[src/rtl/commit_retire_pkg.sv]
// =============================================================================
// Module      : commit_retire_pkg
// Description : Shared instruction-buffer types plus the retirement FSM states.
// Revision    : 1.0
// =============================================================================
`default_nettype none

package commit_retire_pkg;

    localparam int BUF_SIZE     = 8;
    localparam int BUF_SIZE_LOG = 3;

    typedef logic [4:0]              tag_t;
    typedef logic [BUF_SIZE_LOG-1:0] index_t;
    typedef logic [5:0]              spectag_t;
    typedef logic [1:0]              rwmm_t;

    typedef enum logic [1:0] {
        S_NOT_USED  = 2'd0,
        S_WAITING   = 2'd1,
        S_EXECUTING = 2'd2,
        S_EXECUTED  = 2'd3
    } e_state_t;

    typedef enum logic [1:0] {
        ALU    = 2'd0,
        LOAD   = 2'd1,
        STORE  = 2'd2,
        BRANCH = 2'd3
    } unit_t;

    typedef struct packed {
        e_state_t    e_state;
        unit_t       unit;
        tag_t        tag;
        spectag_t    speculative_tag;
        logic [4:0]  dest;
        logic [31:0] result;
        logic [31:0] vk;
        rwmm_t       rwmm;
    } entry_t;

    typedef enum logic [0:0] {
        S_IDLE  = 1'b0,
        S_STORE = 1'b1
    } commit_state_t;

endpackage

`default_nettype wire

[src/rtl/commit_retire_oldest_pair_finder.sv]
// =============================================================================
// Module      : oldest_pair_finder
// Description : Linear scan returning the two used entries with the largest tags.
// Revision    : 1.0
// =============================================================================
`default_nettype none

module oldest_pair_finder
    import commit_retire_pkg::*;
(
    input  entry_t       i_entries [BUF_SIZE],
    output logic [1:0]   o_valid,
    output index_t [1:0] o_index,
    output tag_t [1:0]   o_tag
);

    logic [1:0]   w_valid;
    index_t [1:0] w_index;
    tag_t [1:0]   w_tag;

    // A new maximum pushes the previous oldest down to the second slot.
    always_comb begin
        w_valid = 2'b00;
        w_index = '0;
        w_tag   = '0;
        for (int i = 0; i < BUF_SIZE; i++) begin
            if (i_entries[i].e_state != S_NOT_USED) begin
                if (!w_valid[0] || (i_entries[i].tag > w_tag[0])) begin
                    w_valid[1] = w_valid[0];
                    w_index[1] = w_index[0];
                    w_tag[1]   = w_tag[0];
                    w_valid[0] = 1'b1;
                    w_index[0] = index_t'(i);
                    w_tag[0]   = i_entries[i].tag;
                end else if (!w_valid[1] || (i_entries[i].tag > w_tag[1])) begin
                    w_valid[1] = 1'b1;
                    w_index[1] = index_t'(i);
                    w_tag[1]   = i_entries[i].tag;
                end
            end
        end
    end

    assign o_valid = w_valid;
    assign o_index = w_index;
    assign o_tag   = w_tag;

endmodule

`default_nettype wire

[src/rtl/commit_retire.sv]
// =============================================================================
// Module      : commit_retire
// Description : In-order retirement of up to two instructions per cycle, stores
//               via req/ack handshake, 64-bit retired-instruction counter.
// Revision    : 1.0
// =============================================================================
`default_nettype none

module commit_retire
    import commit_retire_pkg::*;
(
    input  logic              clk,
    input  logic              reset,
    input  entry_t            entries_all [BUF_SIZE],
    output logic [1:0]        free_valid,
    output index_t [1:0]      free_index,
    output logic [1:0]        reg_we,
    output logic [1:0][4:0]   reg_waddr,
    output logic [1:0][31:0]  reg_wdata,
    output logic              mem_req,
    output logic [31:0]       mem_addr,
    output logic [31:0]       mem_wdata,
    output rwmm_t             mem_size,
    input  logic              mem_ack,
    output logic [63:0]       instret,
    output logic              stalled
);

    logic [1:0]    w_valid;
    index_t [1:0]  w_index;
    tag_t [1:0]    w_tag;
    entry_t        w_slot [2];
    logic [1:0]    w_retirable;
    logic          w_latch_store;
    commit_state_t w_next_state;

    commit_state_t r_state;
    logic          r_mem_req;
    logic [31:0]   r_mem_addr;
    logic [31:0]   r_mem_wdata;
    rwmm_t         r_mem_size;
    index_t        r_store_idx;
    logic [63:0]   r_instret;

    oldest_pair_finder u_finder (
        .i_entries (entries_all),
        .o_valid   (w_valid),
        .o_index   (w_index),
        .o_tag     (w_tag)
    );

    assign w_slot[0] = entries_all[w_index[0]];
    assign w_slot[1] = entries_all[w_index[1]];

    for (genvar k = 0; k < 2; k++) begin : g_retirable
        assign w_retirable[k] = w_valid[k] && (w_slot[k].e_state == S_EXECUTED)
                                && (w_slot[k].speculative_tag == '0);
    end

    always_comb begin
        free_valid    = 2'b00;
        free_index    = w_index;
        reg_we        = 2'b00;
        reg_waddr[0]  = w_slot[0].dest;
        reg_waddr[1]  = w_slot[1].dest;
        reg_wdata[0]  = w_slot[0].result;
        reg_wdata[1]  = w_slot[1].result;
        w_latch_store = 1'b0;
        w_next_state  = r_state;
        if (!reset) begin
            case (r_state)
                S_IDLE: begin
                    if (w_retirable[0] && (w_slot[0].unit == STORE)) begin
                        w_latch_store = 1'b1;
                        w_next_state  = S_STORE;
                    end else if (w_retirable[0]) begin
                        free_valid[0] = 1'b1;
                        reg_we[0]     = (w_slot[0].dest != 5'd0);
                        if (w_retirable[1] && (w_slot[1].unit != STORE)) begin
                            free_valid[1] = 1'b1;
                            reg_we[1]     = (w_slot[1].dest != 5'd0);
                            // Younger write wins on a shared destination.
                            if (reg_we[1] && (w_slot[0].dest == w_slot[1].dest))
                                reg_we[0] = 1'b0;
                        end
                    end
                end
                S_STORE: begin
                    free_index[0] = r_store_idx;
                    if (mem_ack) begin
                        free_valid[0] = 1'b1;
                        w_next_state  = S_IDLE;
                    end
                end
                default: w_next_state = S_IDLE;
            endcase
        end
    end

    always_ff @(posedge clk) begin
        if (reset) begin
            r_state     <= S_IDLE;
            r_mem_req   <= 1'b0;
            r_mem_addr  <= '0;
            r_mem_wdata <= '0;
            r_mem_size  <= '0;
            r_store_idx <= '0;
            r_instret   <= '0;
        end else begin
            r_state   <= w_next_state;
            r_mem_req <= (w_next_state == S_STORE);
            r_instret <= r_instret + 64'(free_valid[0]) + 64'(free_valid[1]);
            if (w_latch_store) begin
                r_mem_addr  <= w_slot[0].result;
                r_mem_wdata <= w_slot[0].vk;
                r_mem_size  <= w_slot[0].rwmm;
                r_store_idx <= w_index[0];
            end
        end
    end

    assign mem_req   = r_mem_req;
    assign mem_addr  = r_mem_addr;
    assign mem_wdata = r_mem_wdata;
    assign mem_size  = r_mem_size;
    assign instret   = r_instret;
    assign stalled   = (r_state == S_STORE);

endmodule

`default_nettype wire

[config.mk]
export PLATFORM = sky130hd
export DESIGN_NAME = commit_retire
export DESIGN_NICKNAME = d
export VERILOG_FILES = /design/src/rtl/commit_retire_pkg.sv /design/src/rtl/commit_retire_oldest_pair_finder.sv /design/src/rtl/commit_retire.sv
export SDC_FILE = /design/constraint.sdc
export NUM_CORES = 1
export LEC_CHECK = 0
export BUFFER_PORTS_ARGS = -buffer_cell sky130_fd_sc_hd__buf_4
export CORE_AREA = 5 5 350 352
export CTS_CLUSTER_DIAMETER = 80
export DETAILED_ROUTE_END_ITERATION = 6
export DIE_AREA = 0 0 355 357
export GPL_TIMING_DRIVEN = 0
export PLACE_DENSITY = 0.36
export SLEW_MARGIN = 20
export SYNTH_ARGS = -nofsm -noshare
export SYNTH_HDL_FRONTEND = slang
export SYNTH_SLANG_ARGS = --single-unit
[constraint.sdc]
create_clock -name clk -period 23.2 [get_ports clk]
set_input_delay 4.64 -clock clk [delete_from_list [all_inputs] [get_ports clk]]
set_output_delay 4.64 -clock clk [all_outputs]
set_load 0.005 [all_outputs]
==> results of run 1 <==
==> tightest hold or removal path, cell delays in order (launching register included) <==
cell     delay (ps)
dfxtp_1         330
mux2i_1          60
nor2_1           70
==> metrics by stage <==
step	std cells	cell area, um2	setup TNS, ps	hold WS, ps
final	4606	26700	0	496
after global routing	4592	26600	-622	521
after CTS	4561	26100	0	502
after detailed placement	4519	24900	-449810	485
after global placement	4518	24800	-526820	479
after floorplan	2065	16100	0	478
==> registers in the layout, summed over array words and instances (netlist names) <==
signal	flops
instret	64
mem_addr	32
mem_req	1
mem_size	2
mem_wdata	32
r_store_idx	3
==> kinds of logic after synthesis <==
group,after synthesis,synth area share (%)
buffers and inverters,286,9.15
and+or+nand+nor,670,18.6
muxes,304,23.8
xor gates and xnor gates,58,3.15
DFF,134,16.6
AOI/OAI and AO/OA,543,23.2
adders and majority gates,70,5.44
==> final timing paths <==
| kind | start | to | cells after the start |
|---|---|---|---|
| setup / recovery | entries_all[686] | reg_wdata[61] | 66 |
| hold / removal | mem_addr[28] | mem_addr[28] | 2 |
| setup reg to reg | mem_req | instret[63] | 19 |
| hold reg to reg | mem_addr[28] | mem_addr[28] | 2 |
==> area by class of cell <==
cell class,count,area [um2]
clock inverter,12,144
clock buffer,19,453
fill,13424,92300
antenna,21,52.6
sequential,134,2680
buffer,237,1580
multi-input combinational,1645,12500
inverter,48,183
timing repair buffer,942,7130
tap,1548,1940
==> layer usage <==
metal	vias up	part of all wire, %
met1	10242	42
met4	32	2.5
li1	9647	-
met2	943	47
met3	159	7.9
met5	-	0.14
==> layout by cell type (no fill, tap or decap), types with 10 or more instances in the layout <==
cell       netlist  routed
inv_1           47      47
mux2i_1        202     181
ha_1            66      66
buf_6            3      19
clkbuf_1        89      49
a21oi_2          1      16
buf_2           39      28
o221ai_1       122     121
clkbuf_2         0      20
o21ai_0         82      70
o211ai_1        10      10
mux2i_2          0      12
clkbuf_16        0      17
clkbuf_4         0      13
nor2b_1         16      16
nand2_1        206     206
o21ai_1         34      34
mux2_2          43      43
a211oi_1        46      43
xnor2_1         13      13
xor2_1          45      45
diode_2          0      21
dfxtp_1        134     134
nor3_1          15      13
a21oi_1        126     106
and3_1          31      27
nand3_1         84      84
buf_4           88    1034
a31oi_1         31      27
nor2_1         236     229
mux4_2          59      59
nand4_1         18      18
==> repair_timing <==
| item | CTS | global route |
|---|---|---|
| pin swaps | 8 | 15 |
| setup buffers | 11 | 23 |
| gates resized for setup | 161 | 104 |
| gates cloned | 0 | 2 |
| setup endpoints to repair | 144 | 84 |
==> key figures, run 1 <==
Status
  – Status: completed

STA
  – Endpoints failing hold: 0
  – Tcrit/Tclk final: between 90% and 100%
  – Final Critical Period: ~23000 ps
  – Worst slew pin tran: approximately 1100 ps
  – Pins Over Slew Limit: 0
  – Worst slew margin: between 20% and 30%
  – Max Freq: roughly 44 MHz
  – # setup viols final: 0
  – Clk_skew: ~17 ps
  – Final critical-path setup slack: slightly above 600 ps

Logic synthesis
  – Top cells by count, synth: 236 x nor2_1, 206 x nand2_1, 202 x mux2i_1
  – Total of warnings raised by yosys: 0
  – Ys flop type: dfxtp_1
  – Async S/R FF share, synth: 0%
  – Top-area cell type share of the netlist area: between 10% and 20%
  – Syn avg cell area: 7.80 um2
  – Syn_nets: 2823
  – Synth area leaders: dfxtp_1 17%, mux2i_1 13%, mux4_2 8.2%, o221ai_1 6.6%, nor2_1 5.5%
  – Yosys cell types: 76
  – Synthesized area: between 15000 and 20000 um2
  – Largest area contributor in the netlist: dfxtp_1
  – Number of synthesized register bits: about 130
  – Post-synthesis cell count: approximately 2100
  – Count leader, synth: nor2_1
  – Sequential share of the synthesized area: 16.6%
  – Number of synthesized flops with an enable pin: 0

Global route
  – M2 GR Usage: ~36%
  – Vias in the first global route: 21311
  – First-pass GRT wire length: 184000 um
  – Antenna violations before repair: 50
  – Global Route Usage Sum: 21.2%
  – Total gr overflow: 0
  – Most Crowded Layer GR: met2
  – Met1 Track Usage GR: a little over a quarter
  – Largest net degree at the start of global routing: 17
  – Met3 usage: under 10%

CTS
  – Num CTS Buffers: 17
  – Skew-Pair Late Insertion Delay: approximately 470 ps
  – CTS Root Cell: clkbuf_16
  – Clock tree buffer depth: 2
  – Cts hold-fix bufs: 0
  – CTS tree: done
  – H-Tree Depth: 4
  – CTS clk-pin slew, worst paths: approximately 60 ps
  – Num Clock Sinks: between 100 and 150

Critical path
  – Critical path's largest stage delay: between 300 and 400 ps
  – Crit Path Class: in -> out
  – CP Capture Type: output port
  – Delay-heaviest family, CP: compound AO/OA/AOI/OAI gates
  – CP max stage cell: mux2_2
  – Crit path launch type: primary input
  – CP required: roughly 19000 ps
  – Critical path arrival: 17940 ps
  – R2R setup slack: ~18000 ps
  – Buf/Inv on CP: 18
  – Worst Path Max Fanout: 10

Routing
  – WL/cell: about 31 um
  – DRC viols: 0
  – Vias: roughly 21000
  – Post-route ant nets: 0
  – Drt via density: around 4.6
  – First-pass iteration count of the detailed router: 7
  – Initial DRC count: about 1500
  – Drt total wl: roughly 140000 um

Floorplanning
  – Core ar.: about 120000 um2
  – Die area: roughly 130000 um2
  – Die Y: about 360 um
  – Row count: between 100 and 150
  – I/O pin cnt: between 900 and 1000
  – Initial Util: between 10% and 20%
  – Die width: between 300 and 400 um

Place
  – GP Congestion: 0.874
  – Dpl ws: -4740 ps
  – DP HPWL: 122000 um
  – PortBufs: 905

Final layout
  – Layout cells sized above 1: 45.5%
  – Final Core Density: approximately 22%
  – Net count, final: 3783
  – Area Overhead vs Synth: 65.5%

Run
  – Max Cap Viol: 0

Worst hold path
  – Type of the worst min-delay path: reg -> reg
Power of run 1 is left out: the tool's default activity adds up to more than one toggle a clock period on the data nets, which glitch-free logic cannot reach.
==> run 2: changes to the inputs <==
Settings changed: ABC_AREA set to 1, CORE_AREA 5 5 350 352 to 2 2 354 356, DIE_AREA 0 0 355 357 to 0 0 356 358.
==> run 2 against run 1 <==
Against the previous run:
- non-clock buffer count grew 7
- critical endpoint is now reg_wdata[10]
- maximum frequency is 1.8% higher
- clock skew down 6.6 ps
- via count up 23%
- critical path depth increased by 19
==> key figures, run 2 <==
Floorplanning
  – Die width: 356 um (+0.28%)
  – I/O pin cnt: 907 (unchanged)
  – Die area: 127000 um2 (+0.56%)
  – Die Y: 358 um (+0.28%)
  – Row count: 129 (+1.6%)
  – Initial Util: 14.0% (+0.41 points)
  – Core ar.: 123000 um2 (+3.6%)

Routing
  – Drt via density: 4.64 (+1.8%)
  – Vias: 25873 (+23%)
  – Post-route ant nets: 0 (unchanged)
  – First-pass iteration count of the detailed router: 5 (-2)
  – Initial DRC count: 2169 (+49%)
  – Drt total wl: 165000 um (+16%)
  – WL/cell: 29.6 um (-4.4%)
  – DRC viols: 0 (unchanged)

Worst hold path
  – Type of the worst min-delay path: reg -> reg
  – Worst Hold Launch: mem_wdata[13]

STA
  – Final Critical Period: 22170 ps (-409 ps)
  – Worst slew margin: 25.8% (+1.1 points)
  – Pins Over Slew Limit: 0 (unchanged)
  – Max Freq: 45.1 MHz (+1.8%)
  – Tcrit/Tclk final: 95.5% (-1.8 points)
  – # setup viols final: 0 (unchanged)
  – Setup TNS: 0 ps (unchanged)
  – Worst slew pin tran: 1110 ps (-17.1 ps)
  – Clk_skew: 10.6 ps (-6.65 ps)
  – Endpoints failing hold: 0 (unchanged)

CTS
  – H-Tree Depth: 4 (unchanged)
  – CTS tree: done
  – Skew-Pair Late Insertion Delay: 460 ps (about the same)
  – Clock tree buffer depth: 2 (unchanged)
  – CTS clk-pin slew, worst paths: 70 ps (about the same)
  – Num CTS Buffers: 17 (unchanged)
  – Num Clock Sinks: 134 (unchanged)
  – Cts hold-fix bufs: 0 (unchanged)
  – CTS Root Cell: clkbuf_16
  – # Post-CTS Setup Buffers: 0 (-11)

Logic synthesis
  – Syn avg cell area: 5.76 um2 (-26%)
  – Largest area contributor in the netlist: dfxtp_1
  – Ys flop type: dfxtp_1
  – Top-area cell type share of the netlist area: 15.6% (-1.1 points)
  – Sequential share of the synthesized area: 15.6% (-1.1 points)
  – Post-synthesis cell count: 2987 (+45%)
  – Syn_nets: 3745 (+33%)
  – Top cells by count, synth: 608 x nand2_1, 481 x nor2_1, 261 x o21ai_0
  – Synthesized area: 17200 um2 (+6.8%)
  – Count leader, synth: nand2_1
  – Number of synthesized register bits: 134 (unchanged)
  – Synth area leaders: dfxtp_1 16%, nand2_1 13%, nor2_1 10%, o21ai_0 7.6%, nand3_1 6.9%
  – Total of warnings raised by yosys: 0 (unchanged)
  – Number of synthesized flops with an enable pin: 0 (unchanged)
  – Yosys cell types: 54 (-29%)
  – Async S/R FF share, synth: 0% (unchanged)

Global route
  – Met3 usage: 5.45% (-1.0 points)
  – Antenna violations before repair: 39 (-22%)
  – Largest net degree at the start of global routing: 20 (+3)
  – First-pass GRT wire length: 217000 um (+18%)
  – M2 GR Usage: 42.7% (+6.9 points)
  – Total gr overflow: 0 (unchanged)
  – Met1 Track Usage GR: 29.9% (+3.7 points)
  – Most Crowded Layer GR: met2
  – Global Route Usage Sum: 24.6% (+3.4 points)
  – Vias in the first global route: 25606 (+20%)

Final layout
  – Commonest cells after routing, fill and taps aside: 1009 x buf_4, 607 x nand2_1, 476 x nor2_1, 247 x o21ai_0, 236 x nand3_1
  – Largest register FFs: 64 (unchanged)
  – Area Overhead vs Synth: 58.1%
  – Layout cells sized above 1: 32.9% (-13 points)
  – Net count, final: 4669 (+23%)
  – Commonest non-fill, non-tap cell in the layout: buf_4
  – Filler instances: 14424 (+7.4%)
  – Final Core Density: 22.1% (-0.36 points)

Critical path
  – Cell mode on critical path: nand2_1
  – CP required: 18560 ps (about the same)
  – Launch point of the worst reg-to-reg path: mem_req
  – CP Capture Type: output port
  – Crit Path Class: in -> out
  – Worst Path Max Fanout: 10 (unchanged)
  – Crit path launch type: primary input
  – Crit path launch: entries_all[686]
  – Critical path arrival: 17530 ps (-410 ps)
  – CP max stage cell: o21ai_0
  – Critical path's largest stage delay: 550 ps (+160 ps)

Place
  – GP Congestion: 0.942 (+7.8%)
  – PortBufs: 906 (+0.11%)
  – DP HPWL: 144000 um (+18%)

Status
  – Status: completed

Run
  – Max Cap Viol: 0 (unchanged)
## run 2: changes by cell type after synthesis, sizes merged, moves of 157 or more
cell	before	now
inv	48	217
mux2i	202	0
nand2	206	631
nand3	84	241
nor2	237	493
o21ai	117	337
## run 2: layout make-up
class | instances | area, um2 | share of cell area [%]
diodes | 10 | 25.0 | 0.0920
clock buffers | 18 | 429 | 1.58
repair buffers | 906 | 6800 | 25.0
clock inverters | 14 | 189 | 0.695
inverters | 217 | 817 | 3.00
well taps | 1637 | 2050 | 7.53
plain buffers | 280 | 1720 | 6.33
multi-input cells | 2355 | 12500 | 45.9
flip-flops and latches | 134 | 2680 | 9.86
## run 2: path summary, 6_finish.rpt
| path | end | slack [ps] | cells after the start |
|---|---|---|---|
| setup reg to reg | instret[55] | 17950 | 21 |
| setup / recovery | reg_wdata[10] | 1030 | 85 |
| hold / removal | mem_wdata[13] | 490 | 2 |
| hold reg to reg | mem_wdata[13] | 490 | 2 |
## run 2: cells by family (layout without fill, tap and decap cells)
group | after synthesis | count (layout) | share of synthesized area [%]
AO/OA/AOI/OAI | 791 | 791 | 27.9
XOR/XNOR | 12 | 12 | 0.611
flip-flops | 134 | 134 | 15.6
buffers and inverters | 498 | 1435 | 14.1
AND/OR/NAND/NOR | 1485 | 1485 | 36.9
other | 0 | 10 | 0
adder cells (fa/ha/maj) | 67 | 67 | 4.92
## run 2: layer usage
layer / up-vias / routed length (um)
li1: 12088 / -
met1: 12497 / 67300
met2: 1042 / 79400
met3: 206 / 11900
met4: 40 / 6110
met5: - / 287
## run 2: what timing repair did
item,in CTS,in global routing
endpoints found under the setup margin,40,82
pin swaps,0,2
gates resized for setup,23,140
endpoints found under the hold margin,0,0
## run 2: critical path, delay by kind of cell
kind,cells,cell delay [ps]
AOI/OAI and AO/OA,14,3010
and+or+nand+nor,43,4640
buffers and inverters,21,3220
adders and majority gates,7,1920
## run 2: metrics by stage
step           setup WS [ps]  std cells  instance area, um2  hold slack [ps]
2_1_floorplan           3830       2987               17200              471
3_3_place_gp            -939       5530               26100              466
4_1_cts                -1.42       5561               26800              491
6_report                1030       5571               27200              486
5_1_grt                -13.9       5562               27200              513
3_5_place_dp            -429       5530               26100              474
Power of run 2 is left out for the same reason.
